$ cat config.mk
export PLATFORM = sky130hd
export DESIGN_NAME = branch_outcome_queue
export DESIGN_NICKNAME = d
export VERILOG_FILES = /design/src/rtl/ronanchip_pkg.sv /design/src/rtl/branch_outcome_queue.sv
export SDC_FILE = /design/constraint.sdc
export NUM_CORES = 1
export LEC_CHECK = 0
export CORE_AREA = 4 4 168 170
export CTS_CLUSTER_SIZE = 10
export DETAILED_ROUTE_END_ITERATION = 6
export DIE_AREA = 0 0 172 174
export MAX_ROUTING_LAYER = met4
export PLACE_DENSITY = 0.66
export SETUP_SLACK_MARGIN = 0.3
export SLEW_MARGIN = 0
export SYNTH_ARGS = -nofsm -noshare
export SYNTH_HDL_FRONTEND = slang
export SYNTH_SLANG_ARGS = --single-unit
$ cat constraint.sdc
create_clock -name CLK -period 7.1 [get_ports CLK]
set_input_delay 0.71 -clock CLK [delete_from_list [all_inputs] [get_ports CLK]]
set_output_delay 0.71 -clock CLK [all_outputs]
set_load 0.05 [all_outputs]
$ cat src/rtl/ronanchip_pkg.sv
// rtl/ronanchip_pkg.sv - shared types and defaults for the branch outcome queue
package ronanchip_pkg;

  localparam int BOQ_DEPTH_DEFAULT = 8;
  // Entry PC field is sized for the widest supported PC; narrower PCs are zero-extended.
  localparam int BOQ_PC_MAX_W = 64;

  typedef struct packed {
    logic [BOQ_PC_MAX_W-1:0] pc;
    logic                    pred;
  } boq_entry_t;

  typedef enum logic {
    BOQ_RUN   = 1'b0,
    BOQ_FLUSH = 1'b1
  } boq_state_e;

endpackage

$ cat src/rtl/branch_outcome_queue.sv
// rtl/branch_outcome_queue.sv - in-order queue of predicted branches driving predictor training
// Define BOQ_STATS_EN to add the branch_count / mispred_count event counters.
module branch_outcome_queue
  import ronanchip_pkg::*;
#(
  parameter int DEPTH = BOQ_DEPTH_DEFAULT,
  parameter int PC_W  = 32
) (
  input  logic                   CLK,
  input  logic                   RES,
  input  logic                   push_valid,
  output logic                   push_ready,
  input  logic [PC_W-1:0]        push_pc,
  input  logic                   push_pred,
  input  logic                   res_valid,
  input  logic                   res_taken,
  output logic                   train_en,
  output logic [PC_W-1:0]        train_pc,
  output logic                   train_taken,
  output logic                   mispredict,
  output logic [$clog2(DEPTH):0] occupancy,
  output logic                   underflow_err
`ifdef BOQ_STATS_EN
  ,
  output logic [31:0]            branch_count,
  output logic [31:0]            mispred_count
`endif
);

  localparam int AW = $clog2(DEPTH);
  localparam logic [AW:0] FULL_COUNT = (AW + 1)'(DEPTH);

  boq_entry_t       r_mem [DEPTH];
  logic [AW-1:0]    r_head;
  logic [AW-1:0]    r_tail;
  logic [AW:0]      r_count;
  boq_state_e       r_state;
  logic             r_train_en;
  logic [PC_W-1:0]  r_train_pc;
  logic             r_train_taken;
  logic             r_mispredict;
  logic             r_underflow;

  boq_entry_t       w_head;
  logic             w_push_ready;
  logic             w_push;
  logic             w_pop;
  logic             w_mis;
  logic             w_underflow;

  assign w_head       = r_mem[r_head];
  assign w_push_ready = (r_count < FULL_COUNT) && (r_state == BOQ_RUN);
  assign w_push       = push_valid && w_push_ready;
  // The queue is always empty during FLUSH, so any resolve there is an underflow.
  assign w_pop        = res_valid && (r_count != '0) && (r_state == BOQ_RUN);
  assign w_mis        = w_pop && (w_head.pred != res_taken);
  assign w_underflow  = res_valid && !w_pop;

  always_ff @(posedge CLK) begin
    if (w_push) begin
      r_mem[r_tail] <= '{pc: BOQ_PC_MAX_W'(push_pc), pred: push_pred};
    end
  end

  always_ff @(posedge CLK) begin
    if (RES) begin
      r_head        <= '0;
      r_tail        <= '0;
      r_count       <= '0;
      r_state       <= BOQ_RUN;
      r_train_en    <= 1'b0;
      r_train_pc    <= '0;
      r_train_taken <= 1'b0;
      r_mispredict  <= 1'b0;
      r_underflow   <= 1'b0;
    end else begin
      r_train_en   <= w_pop;
      r_mispredict <= w_mis;
      if (w_pop) begin
        r_train_pc    <= PC_W'(w_head.pc);
        r_train_taken <= res_taken;
      end
      if (w_underflow) begin
        r_underflow <= 1'b1;
      end
      // A mispredict squashes every younger entry, including a push landing this cycle.
      if (w_mis) begin
        r_head  <= '0;
        r_tail  <= '0;
        r_count <= '0;
        r_state <= BOQ_FLUSH;
      end else begin
        r_state <= BOQ_RUN;
        if (w_push) begin
          r_tail <= r_tail + 1'b1;
        end
        if (w_pop) begin
          r_head <= r_head + 1'b1;
        end
        r_count <= r_count + {{AW{1'b0}}, w_push} - {{AW{1'b0}}, w_pop};
      end
    end
  end

`ifdef BOQ_STATS_EN
  logic [31:0] r_branch_count;
  logic [31:0] r_mispred_count;

  always_ff @(posedge CLK) begin
    if (RES) begin
      r_branch_count  <= '0;
      r_mispred_count <= '0;
    end else begin
      if (w_pop && (r_branch_count != '1)) begin
        r_branch_count <= r_branch_count + 32'd1;
      end
      if (w_mis && (r_mispred_count != '1)) begin
        r_mispred_count <= r_mispred_count + 32'd1;
      end
    end
  end

  assign branch_count  = r_branch_count;
  assign mispred_count = r_mispred_count;
`endif

  assign push_ready    = w_push_ready;
  assign train_en      = r_train_en;
  assign train_pc      = r_train_pc;
  assign train_taken   = r_train_taken;
  assign mispredict    = r_mispredict;
  assign occupancy     = r_count;
  assign underflow_err = r_underflow;

endmodule

==> results of run 1 <==
==> critical path, cell delays in order <==
cell and delay [ps]:
clkdlybuf4s50_1 480, nand2b_1 100, a21oi_4 110, buf_4 600, ha_1 360, inv_1 60, ha_1 190, fa_1 430
nor3b_1 150
==> sequential cells by signal, indices dropped and copies added (netlist names), 3 cells and up, named ones only <==
register / count
occupancy: 4
train_pc: 32
r_tail: 3
r_head: 3
r_mem: 264
==> power groups by stage <==
| stage | registers (W) | clock network (W) | logic [W] |
|---|---|---|---|
| after detailed placement | 0.00232 | 0 | 0.00119 |
| final | 0.00227 | 0.00172 | 0.00117 |
| after floorplan | 0.00257 | 0 | 0.000598 |
| after CTS | 0.00228 | 0.00176 | 0.00120 |
| after global routing | 0.00229 | 0.00185 | 0.00127 |
| after global placement | 0.00230 | 0 | 0.00117 |
==> kinds of logic after synthesis <==
logic type                 Yosys count
buffers and inverters               41
adders and majority gates            8
AOI/OAI and AO/OA                   41
and+or+nand+nor                     76
muxes                              102
xor gates and xnor gates             5
DFF                                313
==> synthesized netlist by cell type <==
cell type	number
nor2b_1	1
nand3_1	2
nor3_1	7
xnor2_1	4
fa_1	1
clkbuf_1	12
nor3b_1	2
nor2_1	43
nor4_2	1
nand2_1	6
xor2_1	1
o21ai_0	1
buf_4	7
nand3b_1	3
o22ai_1	2
dfxtp_1	49
edfxtp_1	264
a21oi_2	1
nand2b_1	8
mux4_1	2
buf_2	8
a21o_1	1
and2_1	2
ha_1	7
a21oi_1	3
buf_12	3
mux4_2	62
mux2i_1	37
o32ai_1	1
buf_6	3
inv_1	8
nand4_2	1
a211oi_1	32
mux2i_2	1
==> routing by layer <==
| layer | vias up | GRT usage | share of wire |
|---|---|---|---|
| li1 | 2560 | - | - |
| met4 | 0 | 0.0380 | 0.015 |
| met2 | 115 | 0.254 | 0.53 |
| met5 | - | - | 0 |
| met1 | 2886 | 0.190 | 0.42 |
| met3 | 28 | 0.0259 | 0.041 |
==> final timing paths <==
path                   endpoint     startpoint  slack (ps)
hold reg to reg   underflow_err  underflow_err         450
setup reg to reg   occupancy[1]   occupancy[2]        4430
setup / recovery   occupancy[1]      res_valid        4250
hold / removal    underflow_err  underflow_err         450
==> per-stage QoR <==
stage	cell area (sq um)	total power, W	hold slack [ps]
3_3_place_gp	12900	0.00348	437
5_1_grt	14000	0.00541	487
6_report	14000	0.00517	453
3_5_place_dp	12900	0.00351	451
4_1_cts	14000	0.00524	459
2_1_floorplan	11800	0.00317	473
==> cell type report <==
class,instances,area (sq um)
Multi-Input combinational cell,232,2710
Sequential cell,313,8920
Inverter,8,30.0
Clock buffer,66,1080
Timing Repair Buffer,85,828
Fill cell,2093,12700
Clock inverter,2,38.8
Tap cell,341,427
==> metrics, run 1 <==
status completed; Vias/cell 5.34; vias in the first global route 6042; Syn Area/Cell roughly 20 sq um; Post-CTS Hold Buffers 0; unrepaired setup endpoints after global routing false; initial antenna violation count 0; switching pwr roughly 0.0015 W; Sw Share 0.282; GRT Total Usage 0.151; H-tree depth 2; number of synthesized register bits ~310; Die Span Y ~170 um; Cell Int Power around 0.0037 W; Synth Area in Simple Gates 0.0305; first-pass GRT wire length around 34000 um; post-CTS setup-driven buffer insertion count 0; Root Buffer clkbuf_16; cts repair resizes 0; DR vias between 5000 and 6000; commonest cells after routing, fill and taps aside edfxtp_1 (264), clkdlybuf4s50_1 (77), mux4_2 (62); Rel. slew slack 0.234; gpl congestion about 0.7; Min-Delay Path Depth 2; WL/cell between 20 and 25 um; critical path type input pin to flop; synthesized area roughly 0.012 sq mm; n_diodes 0; die width about 170 um; sequential share of power 0.440; Final period util 0.401; max_cap viols 0; Core Region ~0.027 sq mm; most common cell after layout, fill and taps aside edfxtp_1; VDD IR max ~160 uV; HPWL after DPL between 10000 and 15000 um; final setup TNS 0 ps; combinational cell fraction of total power 0.227; CP Capture Type flop; Critical Path AT 3190 ps; DRC 0; Core Rows 60; Worst R2R Path Depth 9; Top-Level Pins between 70 and 80; Synth cell types 34; Worst-path clk slew 60 ps; Synth Area in Compound Gates 0.0252; drt first pass iters 4; Ys Warns 0; clock network fraction of design power 0.333; layout cells sized above 1 0.178; Die ar. roughly 0.03 sq mm; Clock Sinks approximately 310; Worst Path Required 7440 ps; adder-cell share of the synthesized area 0.00911; largest net degree at the start of global routing around 80; worst skew pair latency 500 ps; cell taking the most area after synthesis edfxtp_1; total gr overflow 0; XOR/XNOR Fraction of Synth Area 0.00371; Final Critical Period 2850 ps; Nets 723; Area Overhead vs Synth 18.7%; post-route ant nets 0; final worst slack between 4000 and 5000 ps; CTS tree built; largest family of logic cells by synthesized area multiplexers; Final Util 0.525; CTS max path bufs 3; worst slack, placed around 3700 ps; Initial Util 0.442; Pleak about 4.3 nW; Final Hold Fails 0; total nets after synthesis approximately 630; sequential cell area fraction in the yosys report 0.754; maximum clock frequency between 300 and 400 MHz; Pwr Density approximately 370 mW/mm^2; type of origin of the critical path input pin; DRC marker count from the first detailed-route iteration between 200 and 300; Placed Cells 979; worst-path maximum fanout 77; IO Port Bufs a little under 80; total wire length between 20000 and 25000 um; top area cells in the synthesized netlist edfxtp_1 (67%), mux4_2 (12%), dfxtp_1 (8.3%); slew of the pin with the lowest slew margin between 1000 and 1500 ps; final slew viol count 0; fin cells roughly 1000; top-area cell type share of the netlist area 0.671; multiplexer share of the synthesized area 0.155; endpoints failing setup 0; Post-Syn Instances approximately 590; Hold Crit Class flop to flop; clock skew roughly 13 ps; CTS Buf Count 37
Power figures use the tool's default switching activity.
==> run 2, diff against run 1 <==
--- a/config.mk
+++ b/config.mk
@@ -10,7 +10,7 @@
 export DETAILED_ROUTE_END_ITERATION = 6
 export DIE_AREA = 0 0 172 174
 export MAX_ROUTING_LAYER = met4
-export PLACE_DENSITY = 0.66
+export PLACE_DENSITY = 0.68
 export SETUP_SLACK_MARGIN = 0.3
 export SLEW_MARGIN = 0
 export SYNTH_ARGS = -nofsm -noshare
==> constraint.sdc (replaced) <==
create_clock -name CLK -period 2.45 [get_ports CLK]
set_input_delay 0.245 -clock CLK [delete_from_list [all_inputs] [get_ports CLK]]
set_output_delay 0.245 -clock CLK [all_outputs]
set_load 0.05 [all_outputs]
==> metrics, run 2 (synthesized netlist as in run 1, its figures left out) <==
Pwr Density ~1000 mW/mm^2; Hold Crit Class input pin to flop; CTS max path bufs 3; final slew viol count 0; DRC marker count from the first detailed-route iteration between 300 and 400; crit path buf inv count 1; clock skew 15.6 ps; DR vias ~5700; Clock Sinks around 310; CTS Buf Count 37; maximum clock frequency 504 MHz; Worst Path Required ~2200 ps; GRT Total Usage 0.164; reg2reg setup slack around 470 ps; H-tree depth 2; worst skew pair latency between 500 and 600 ps; Rel. slew slack 0.515; hold slack 342 ps; fin cells roughly 1100; reg2reg start occupancy[3]; CP Capture Type primary output; Nets approximately 740; critical path type flop to primary output; Crit path depth 1; WL/cell around 22 um; unrepaired setup endpoints after global routing false; total of fill cells in the finished design between 2000 and 2500; endpoints failing setup 0; DRC 0; Die ar. 0.0299 sq mm; Min-Delay Path Depth 2; Final Critical Period between 1500 and 2000 ps; commonest cells after routing, fill and taps aside edfxtp_1 (264), clkdlybuf4s50_1 (77), mux4_2 (62); Hold EP train_taken; Worst path slowest cell clkdlybuf4s50_1; Initial Util 0.442; worst hold start RES; worst-path maximum fanout 2; Placed Cells 998; Largest register FFs about 260; worst reg2reg endpoint occupancy[1]; crit-path max cell delay 830 ps; CTS tree built; status completed; total gr overflow 0; Core Rows 60; first-pass GRT wire length between 30000 and 40000 um; VDD IR max approximately 520 uV; most common cell after layout, fill and taps aside edfxtp_1; max_cap viols 0; slew of the pin with the lowest slew margin approximately 730 ps; Root Buffer clkbuf_16; Final Hold Fails 0; Area Overhead vs Synth 21.4%; Final period util 0.809; total wire length 23200 um; final setup TNS 0 ps; Worst R2R Path Depth 8; Pleak around 4.4 nW; Worst-path clk slew about 50 ps; Core Region about 0.027 sq mm; Critical Path, Cell by Cell clkdlybuf4s50_1; IO Port Bufs 78; drt first pass iters 5; Biggest register r_mem; Top-Level Pins 79; vias in the first global route approximately 6200; Critical Path AT about 1700 ps; HPWL after DPL roughly 13000 um; Vias/cell approximately 5.4; post-route ant nets 0; layout cells sized above 1 0.215; type of origin of the critical path flop; largest net degree at the start of global routing between 40 and 50; gpl congestion 0.766; crit path launch train_pc[3]; die width around 170 um; cell family with most CP delay buffers and inverters; Die Span Y about 170 um; initial antenna violation count 2
[run 2: timing repair]
item                       CTS  global route
resized for setup            0             2
setup buffers                0             0
hold buffers                 0             0
setup endpoints to repair    0            20
[run 2: through the flow]
stage	instance area, sq um	utilization	setup WS, ps	total power (W)
detailed placement	13200	0.496	154	0.0104
CTS	14300	0.536	352	0.0152
finish	14300	0.537	467	0.0151
global placement	13200	0.496	160	0.0102
floorplan	11900	-	9.92	0.00927
global route	14300	0.537	357	0.0158
[run 2: cell type report]
type | instances | area [sq um] | share of cell area
diodes | 2 | 5.00 | 0.000349
clock buffers | 65 | 1060 | 0.0740
clock inverters | 2 | 23.8 | 0.00166
inverters | 8 | 30.0 | 0.00209
multi-input cells | 232 | 2760 | 0.192
flip-flops and latches | 313 | 8930 | 0.623
well taps | 341 | 427 | 0.0297
repair buffers | 104 | 1110 | 0.0775
[run 2: worst max-delay path by stage]
| stage | end | slack, ps |
|---|---|---|
| 6_report | train_pc[3] | 470 |
| 5_1_grt | train_pc[26] | 360 |
| 4_1_cts | flop | 350 |
| 3_5_place_dp | flop | 150 |
| 3_3_place_gp | flop | 160 |
| 2_1_floorplan | r_mem[0][0] | 10 |
[run 2: power breakdown]
group / internal, W / switching (W) / leakage, nW
combinational: 0.00148 / 0.00209 / 1.14
sequential: 0.00635 / 0.000304 / 2.80
clock: 0.00293 / 0.00191 / 0.513
total: 0.0107 / 0.00430 / 4.45
[run 2: metal layers]
layer  vias up  share of wire  routed length, um  GRT usage
met4         0          0.020                454     0.0485
met2       136           0.53              12400      0.275
met5         -              0                  0          -
met3        42          0.050               1160     0.0321
met1      2978           0.40               9230      0.202
li1       2588              -                  -          -
[run 2: worst reg2reg max path: cells and delay by family (launching register included)]
| family | cells | cell delay [ps] |
|---|---|---|
| AND/OR/NAND/NOR | 3 | 490 |
| flip-flops | 1 | 360 |
| adder cells (fa/ha/maj) | 3 | 960 |
| buffers and inverters | 2 | 90 |
==> run 3, diff against run 2 <==
==> constraint.sdc (replaced) <==
create_clock -name CLK -period 1.6 [get_ports CLK]
set_input_delay 0.16 -clock CLK [delete_from_list [all_inputs] [get_ports CLK]]
set_output_delay 0.16 -clock CLK [all_outputs]
set_load 0.05 [all_outputs]
==> metrics, run 3 (synthesized netlist as in run 1, its figures left out) <==
status finished with violations; failing checks negative setup slack; worst-path maximum fanout 8; Sw Share 0.302; first-pass GRT wire length 41800 um; DRC marker count from the first detailed-route iteration 572; CTS max path bufs 3; Worst-path clk slew around 50 ps; total gr overflow 0; worst reg2reg endpoint r_mem[7][6]; CTS tree built; worst skew pair latency ~540 ps; worst hold start RES; worst slack, placed -536 ps; slew of the pin with the lowest slew margin between 700 and 800 ps; maximum clock frequency 524 MHz; IO Port Bufs 78; DR vias about 6700; Pwr Density 1600 mW/mm^2; Cell Int Power 0.0185 W; met2 usage 0.309; Hold Crit Class input pin to flop; drt first pass iters 5; CP Capture Type flop; reg2reg setup slack -310 ps; Initial Util 0.442; Nets around 850; VDD IR max between 1000 and 1500 uV; met1 global-route usage 0.245; switching pwr 0.00802 W; endpoints failing setup just over 300; crit-path max cell delay around 360 ps; combinational cell fraction of total power 0.322; GRT Total Usage 0.193; final worst slack -308 ps; DRC 0; critical path type flop to flop; Worst R2R Path Depth 10; Final Critical Period roughly 1900 ps; largest net degree at the start of global routing 28; clock network fraction of design power 0.294; Largest register FFs approximately 260; Worst setup endpoint r_mem[7][6]; post-route ant nets 0; placed inst area 0.0134 sq mm; Worst Path Required between 1500 and 2000 ps; Clock Sinks approximately 310; HPWL after DPL 14100 um; initial antenna violation count 1; Area Overhead vs Synth 40.1%; WL/cell about 27 um; Die ar. 0.0299 sq mm; reg2reg start occupancy[3]; final setup TNS -66910 ps; GR peak layer met2; commonest cells after routing, fill and taps aside edfxtp_1 (264), mux4_2 (64), clkbuf_16 (50); Final Hold Fails 0; Die Span Y roughly 170 um; Critical Path, Cell by Cell nor2_4 > and2_4 > buf_6 > buf_8 > buf_6 > nand2_4 > buf_12 > nor2_4 > buf_6 > clkbuf_16; final slew viol count 0; Worst path slowest cell dfxtp_4; most common cell after layout, fill and taps aside edfxtp_1; Critical Path AT around 2100 ps; Biggest register r_mem; max_cap viols 0; crit path launch occupancy[3]; Rel. slew slack 0.517; Core Rows 60; most frequent CP cell buf_6; met3 Usage GRT 0.0389; Root Buffer clkbuf_16; die width around 170 um; H-tree depth 2; Final period util 1.19; Top-Level Pins slightly below 80; layout cells sized above 1 0.414; gpl congestion approximately 0.76; Vias/cell around 5.7; Pleak about 5.5 nW; sequential share of power 0.384; total wire length about 31000 um; Core Region between 0.02 and 0.03 sq mm; CTS Buf Count 38; unrepaired setup endpoints after global routing true; vias in the first global route 6787; clock skew around 26 ps; type of origin of the critical path flop; finished layout cell area approximately 0.017 sq mm
-- run 3: changes by cell type in the layout (fill, tap and decap cells not counted), sizes merged --
| cell | delta |
|---|---|
| buf | +138 |
| bufbuf | +1 |
| clkbuf | +9 |
| clkdlybuf4s50 | -41 |
| clkinv | +6 |
| clkinvlp | -1 |
| diode | -1 |
-- run 3: per-stage QoR --
step | hold WS, ps | std cells | util | total power [W]
2_1_floorplan | 239 | 586 | - | 0.0144
3_3_place_gp | 437 | 1018 | 0.501 | 0.0158
3_5_place_dp | 438 | 1018 | 0.501 | 0.0160
4_1_cts | 151 | 1150 | 0.592 | 0.0256
5_1_grt | 232 | 1178 | 0.619 | 0.0274
6_report | 219 | 1178 | 0.619 | 0.0265
-- run 3: metal layers --
metal,vias to the layer above,part of all wire
met5,-,0
met4,0,0.027
met3,59,0.056
met2,266,0.51
met1,3517,0.40
li1,2836,-
-- run 3: power groups by stage --
| stage | Sequential (W) | Clock [W] | Combinational, W |
|---|---|---|---|
| after floorplan | 0.0114 | 0 | 0.00300 |
| after global placement | 0.0102 | 0 | 0.00560 |
| after detailed placement | 0.0103 | 0 | 0.00571 |
| after CTS | 0.0101 | 0.00785 | 0.00762 |
| after global routing | 0.0103 | 0.00825 | 0.00894 |
| final | 0.0102 | 0.00779 | 0.00853 |
-- run 3: worst min path at each step --
stage / depth (start not counted) / end / slack [ps]
after floorplan: 1 / train_en / 240
after global placement: 2 / underflow_err / 440
after detailed placement: 2 / underflow_err / 440
after CTS: 2 / underflow_err / 150
after global routing: 2 / train_taken / 230
final: 2 / underflow_err / 220
-- run 3: cell type report --
class                      count  area (sq um)
inverter                       8          35.0
clock inverter                 7          85.1
multi-input combinational    232          2960
fill                        1767         10200
clock buffer                  62          1050
antenna                        1          2.50
sequential                   313          8930
tap                          341           427
timing repair buffer         214          3050
-- run 3: repair_timing --
item,CTS,global route
hold buffers,0,0
resized for setup,103,63
buffers inserted,42,13
endpoints found under the setup margin,318,325
gates cloned,21,14
pin swaps,16,23
-- run 3: critical path, delay by kind of cell (launching register included) --
kind	cells	cell delay, ps
flip-flops	1	360
buffers and inverters	6	780
AND/OR/NAND/NOR	4	470
